### config.mk
export PLATFORM = sky130hd
export DESIGN_NAME = shift_mult_controller_flat
export DESIGN_NICKNAME = d
export VERILOG_FILES = /design/src/rtl/shift_mult_pkg.sv /design/src/rtl/shift_mult_controller_if.sv /design/src/rtl/shift_mult_controller.sv /design/src/flat_wrapper.sv
export SDC_FILE = /design/constraint.sdc
export NUM_CORES = 1
export LEC_CHECK = 0
export BUFFER_PORTS_ARGS = -buffer_cell sky130_fd_sc_hd__buf_2
export CAP_MARGIN = 5
export CORE_AREA = 5 5 42 44
export CTS_BUF_LIST = sky130_fd_sc_hd__clkbuf_8
export DETAILED_ROUTE_END_ITERATION = 12
export DIE_AREA = 0 0 47 49
export PLACE_DENSITY = 0.54
export SLEW_MARGIN = 20
export SYNTH_ARGS = -nofsm -noshare
export SYNTH_HDL_FRONTEND = slang
export SYNTH_SLANG_ARGS = --single-unit
### constraint.sdc
create_clock -name clock -period 1.5 [get_ports clock]
set_input_delay 0.15 -clock clock [delete_from_list [all_inputs] [get_ports clock]]
set_output_delay 0.15 -clock clock [all_outputs]
set_load 0.02 [all_outputs]
### src/rtl/shift_mult_pkg.sv
// Shared definitions for the shift-add multiplier: controller state encoding
// and the default operand width used by the register, controller and top level.
package shift_mult_pkg;

  localparam int MULT_N = 4;

  typedef enum logic [2:0] {
    IDLE  = 3'd0,
    INIT  = 3'd1,
    EVAL  = 3'd2,
    ADD   = 3'd3,
    SHIFT = 3'd4,
    DONE  = 3'd5
  } state_t;

endpackage

### src/rtl/shift_mult_controller_if.sv
// Control bundle between the shift-add sequencer and the A/Q/C datapath register.
// Handshake: start is a level request sampled only while idle; done is a one-cycle pulse.
interface shift_mult_controller_if
  import shift_mult_pkg::*;
#(
  parameter int N = MULT_N
);

  localparam int CW = (N > 1) ? $clog2(N) : 1;

  logic          start;
  logic          abort;
  logic          q0;
  logic          init;
  logic          add;
  logic          shift;
  logic          busy;
  logic          done;
  logic [CW-1:0] count;

  modport slave (
    input  start, abort, q0,
    output init, add, shift, busy, done, count
  );

  modport master (
    output start, abort, q0,
    input  init, add, shift, busy, done, count
  );

endinterface

### src/rtl/shift_mult_controller.sv
// Sequencing FSM for the shift-add multiplier: init, then per multiplier bit
// an optional add (when Q[0]=1) followed by a shift, then a one-cycle done.
module shift_mult_controller
  import shift_mult_pkg::*;
#(
  parameter int N = MULT_N
)
(
  input  logic                  clock,
  input  logic                  reset,
  shift_mult_controller_if.slave bus,
  output state_t                o_state
);

  localparam int            CW   = (N > 1) ? $clog2(N) : 1;
  localparam logic [CW-1:0] LAST = CW'(N - 1);

  state_t        r_state;
  state_t        w_next;
  logic [CW-1:0] r_count;
  logic [CW-1:0] w_count_next;

  always_ff @(posedge clock or posedge reset) begin
    if (reset) begin
      r_state <= IDLE;
      r_count <= '0;
    end else begin
      r_state <= w_next;
      r_count <= w_count_next;
    end
  end

  always_comb begin
    w_next       = IDLE;
    w_count_next = r_count;
    case (r_state)
      IDLE:  w_next = bus.start ? INIT : IDLE;
      INIT: begin
        w_next       = EVAL;
        w_count_next = '0;
      end
      EVAL:  w_next = bus.q0 ? ADD : SHIFT;
      ADD:   w_next = SHIFT;
      SHIFT: begin
        if (r_count == LAST) begin
          w_next = DONE;
        end else begin
          w_next       = EVAL;
          w_count_next = r_count + CW'(1);
        end
      end
      DONE: begin
        w_next       = IDLE;
        w_count_next = '0;
      end
      default: begin
        w_next       = IDLE;
        w_count_next = '0;
      end
    endcase
    // Abort overrides every busy state; the op decoded this cycle still completes.
    if (r_state != IDLE && bus.abort) begin
      w_next       = IDLE;
      w_count_next = '0;
    end
  end

  assign bus.init  = (r_state == INIT);
  assign bus.add   = (r_state == ADD);
  assign bus.shift = (r_state == SHIFT);
  assign bus.done  = (r_state == DONE);
  assign bus.busy  = (r_state == INIT) || (r_state == EVAL) || (r_state == ADD) ||
                     (r_state == SHIFT) || (r_state == DONE);
  assign bus.count = r_count;
  assign o_state   = r_state;

endmodule

### src/flat_wrapper.sv
// flat-port wrapper written by rule: the top's interface ports become plain ports
module shift_mult_controller_flat import shift_mult_pkg::*;
#(
  parameter int N = MULT_N
)
  (clock, reset, o_state, bus_start, bus_abort, bus_q0, bus_init, bus_add, bus_shift, bus_busy, bus_done, bus_count);
  shift_mult_controller_if #(.N(N)) bus_i ();
  input  logic clock;
  input  logic reset;
  output state_t o_state;
  input wire logic [$bits(bus_i.start)-1:0] bus_start;
  input wire logic [$bits(bus_i.abort)-1:0] bus_abort;
  input wire logic [$bits(bus_i.q0)-1:0] bus_q0;
  output wire logic [$bits(bus_i.init)-1:0] bus_init;
  output wire logic [$bits(bus_i.add)-1:0] bus_add;
  output wire logic [$bits(bus_i.shift)-1:0] bus_shift;
  output wire logic [$bits(bus_i.busy)-1:0] bus_busy;
  output wire logic [$bits(bus_i.done)-1:0] bus_done;
  output wire logic [$bits(bus_i.count)-1:0] bus_count;
  assign bus_i.start = bus_start;
  assign bus_i.abort = bus_abort;
  assign bus_i.q0 = bus_q0;
  assign bus_init = bus_i.init;
  assign bus_add = bus_i.add;
  assign bus_shift = bus_i.shift;
  assign bus_busy = bus_i.busy;
  assign bus_done = bus_i.done;
  assign bus_count = bus_i.count;
  shift_mult_controller #(.N(N)) u_core (.clock(clock), .reset(reset), .bus(bus_i), .o_state(o_state));
endmodule
==> impl_metrics.tcl <==
set metrics [dict create \
    outcome "finished, final reports clean" \
    grt_max_degree 15 \
    yosysTopAreaCell "dfrtp_1" \
    grt_pass1_wl_mm 1.51 \
    io_buffers 14 \
    post-place-ws_ns 0.247 \
    crit_fanout 14 \
    final_cells 73 \
    num-fill-cells 146 \
    drt-initial-drc-count 9 \
    worstSkewPairLatency_ns 0.22 \
    hold_path.startpoint "bus_start" \
    synth-seq-cells 5 \
    tightestPinTransition_ns 0.288 \
    fmax_mhz 740 \
    syn-num-nets 46 \
    post-route-min-period_ns 1.35 \
    ant_nets 0 \
    gp_congestion 0.719 \
    synthTopCellsByArea "dfrtp_1, buf_6, nor2b_1" \
    p_leak_nw 0.247 \
    ys_warn_count 0 \
    setup_viol 0 \
    r2r-start "u_core.bus.count[0]" \
    die_y_um 49 \
    cts_tree "yes" \
    die-area_sq_um 2300 \
    avgSynthCellArea_sq_um 9.45 \
    clkTransAtPathRegs_ns 0.03 \
    synth.distinct_cells 26 \
    wire_per_inst_um 11.6 \
    grt_pass1_vias 332 \
    cp-start-kind "flip-flop" \
    r2r_slack_ns 0.26 \
    overflow 0 \
    antenna_found_initial 0 \
    antenna_cells 0 \
    synthesis.area_sq_um 378 \
    required_ns 1.35 \
    drc 0 \
    cts_buffers 3 \
    worstHoldPathType "in -> reg" \
    ctsHtreeMaxLevel 1 \
    io_pins 15 \
    max_slew_margin_pct 80.8 \
    finalHoldViolCount 0 \
    skew_ns 0.00233 \
    drv_cap 0 \
    coreArea_sq_um 1400 \
    rsz0062_at_grt "no" \
    crit_arrival_ns 1.20 \
    drive_gt1_share_pct 43.9 \
    grt_usage_pct 9.21 \
    post-route-period-util_pct 90.1 \
    r2r_cells 4 \
    ctsLongestPathBuffers 2 \
    hold_end "u_core.o_state[0]" \
    die_width_um 47 \
    hold_slack_ns 0.181 \
    layout_setup_ws_ns 0.148 \
    viasPerCell 4.78 \
    ys_seq_area_share_pct 33.1 \
    end_kind "primary output" \
    fin_tns_setup_ns 0 \
    ir_drop_mv 0.717 \
    firstDrtPassIters 4 \
    syn_to_final_growth_pct 33.1 \
    clockRootBuffer "clkbuf_8" \
    slew_viol_final 0 \
    cts_sinks 5 \
    r2r_end "u_core.o_state[0]" \
    nets 64 \
    powerDensity_nw_per_um2 1360 \
    floorplan.initialDensity_pct 27.0 \
    fin_util_pct 35.9 \
    crit_type "reg -> out" \
    fin_area_sq_um 503 \
    dp_cells 68 \
    synth_top_cell_area_share_pct 33.1 \
    routed_wl_um 850 \
    finalPower_uw 683 \
    row_count 14 \
    min_path_cells 3 \
    placed_area_sq_um 445 \
    hpwl_um 638 \
    via_count 349 \
    syn_inst 40 \
]
==> placed cells by master, fill, tap and decap left out, drive strengths merged <==
master       synthesis  final
buf                  2     14
nand2b               1      1
and2                 1      1
a31oi                1      1
o211ai               1      1
a21oi                2      2
nand2                1      1
nor4bb               1      1
and4bb               1      1
nor2                 6      6
nor2b                3      3
nand3                1      1
nor3b                3      3
dfrtp                5      5
dlygate4sd3          0      1
inv                  3      4
nand4                1      1
nor3                 2      2
a311oi               1      1
a221oi               1      1
ha                   1      1
a32oi                1      1
clkbuf               0      3
o21ai                1      1
==> worst max path at each step <==
| stage | startpoint | to | slack [ns] | depth (start not counted) |
|---|---|---|---|---|
| final | u_core.o_state[2] | bus_done | 0.15 | 3 |
| after CTS | u_core.o_state[2] | bus_done | 0.007 | 3 |
| after floorplan | u_core.o_state[2] | bus_done | 0.09 | 3 |
| after global placement | u_core.o_state[2] | bus_done | 0.25 | 3 |
| after detailed placement | u_core.o_state[2] | bus_done | 0.25 | 3 |
| after global routing | u_core.o_state[1] | bus_add | 0.09 | 3 |
==> registers in the layout, summed over array words and instances, names as in the netlist <==
register,cells
u_core.o_state,3
u_core.bus.count,2
==> critical path, cell delays in order, from the launching register on <==
cell     delay [ns]
dfrtp_2        0.53
inv_2          0.09
nor3b_1        0.17
buf_2          0.19
==> area by class of cell <==
cell class | instances | area, sq um | share of cell area (%)
multi-input combinational | 30 | 219 | 43.5
sequential | 5 | 128 | 25.4
timing repair buffer | 15 | 80.1 | 15.9
clock buffer | 3 | 41.3 | 8.21
tap | 16 | 20.0 | 3.98
inverter | 3 | 11.3 | 2.24
clock inverter | 1 | 3.75 | 0.746
==> power by group <==
group / total (mW) / internal, mW / switching [mW]
Combinational: 0.234 / 0.102 / 0.132
Clock: 0.236 / 0.175 / 0.0607
Sequential: 0.213 / 0.159 / 0.0536
Total: 0.683 / 0.436 / 0.247
==> Yosys cell counts <==
| cell | number |
|---|---|
| a31oi_1 | 1 |
| nor4bb_1 | 1 |
| nand4_1 | 1 |
| and4bb_1 | 1 |
| inv_2 | 1 |
| a32oi_1 | 1 |
| and2_1 | 1 |
| nor2b_1 | 3 |
| nand3_1 | 1 |
| nor3b_4 | 1 |
| nand2b_1 | 1 |
| nor2_2 | 2 |
| inv_1 | 2 |
| nor3b_1 | 1 |
| o21ai_1 | 1 |
| a311oi_1 | 1 |
| nand2_1 | 1 |
| buf_6 | 2 |
| a221oi_2 | 1 |
| o211ai_1 | 1 |
| nor3_1 | 2 |
| a21oi_1 | 2 |
| dfrtp_1 | 5 |
| ha_1 | 1 |
| nor3b_2 | 1 |
| nor2_1 | 4 |
==> cell families after synthesis <==
logic type,synth area share (%)
AO/OA/AOI/OAI,16.2
adder cells (fa/ha/maj),3.31
buffers and inverters,8.94
flip-flops,33.1
AND/OR/NAND/NOR,38.4
==> metal layers <==
metal	global-route usage [%]	share of wire (%)
met5	0	0
met3	6.64	5.5
met2	13.1	49
met4	1.38	0
met1	11.4	45
==> timing repair <==
item / in CTS / in global routing
setup buffers: 0 / 0
gates resized for setup: 0 / 2
setup endpoints to repair: 0 / 4
endpoints found under the hold margin: 5 / 0
hold buffers: 1 / 0
Note: power is estimated with default switching activity, not from simulation.
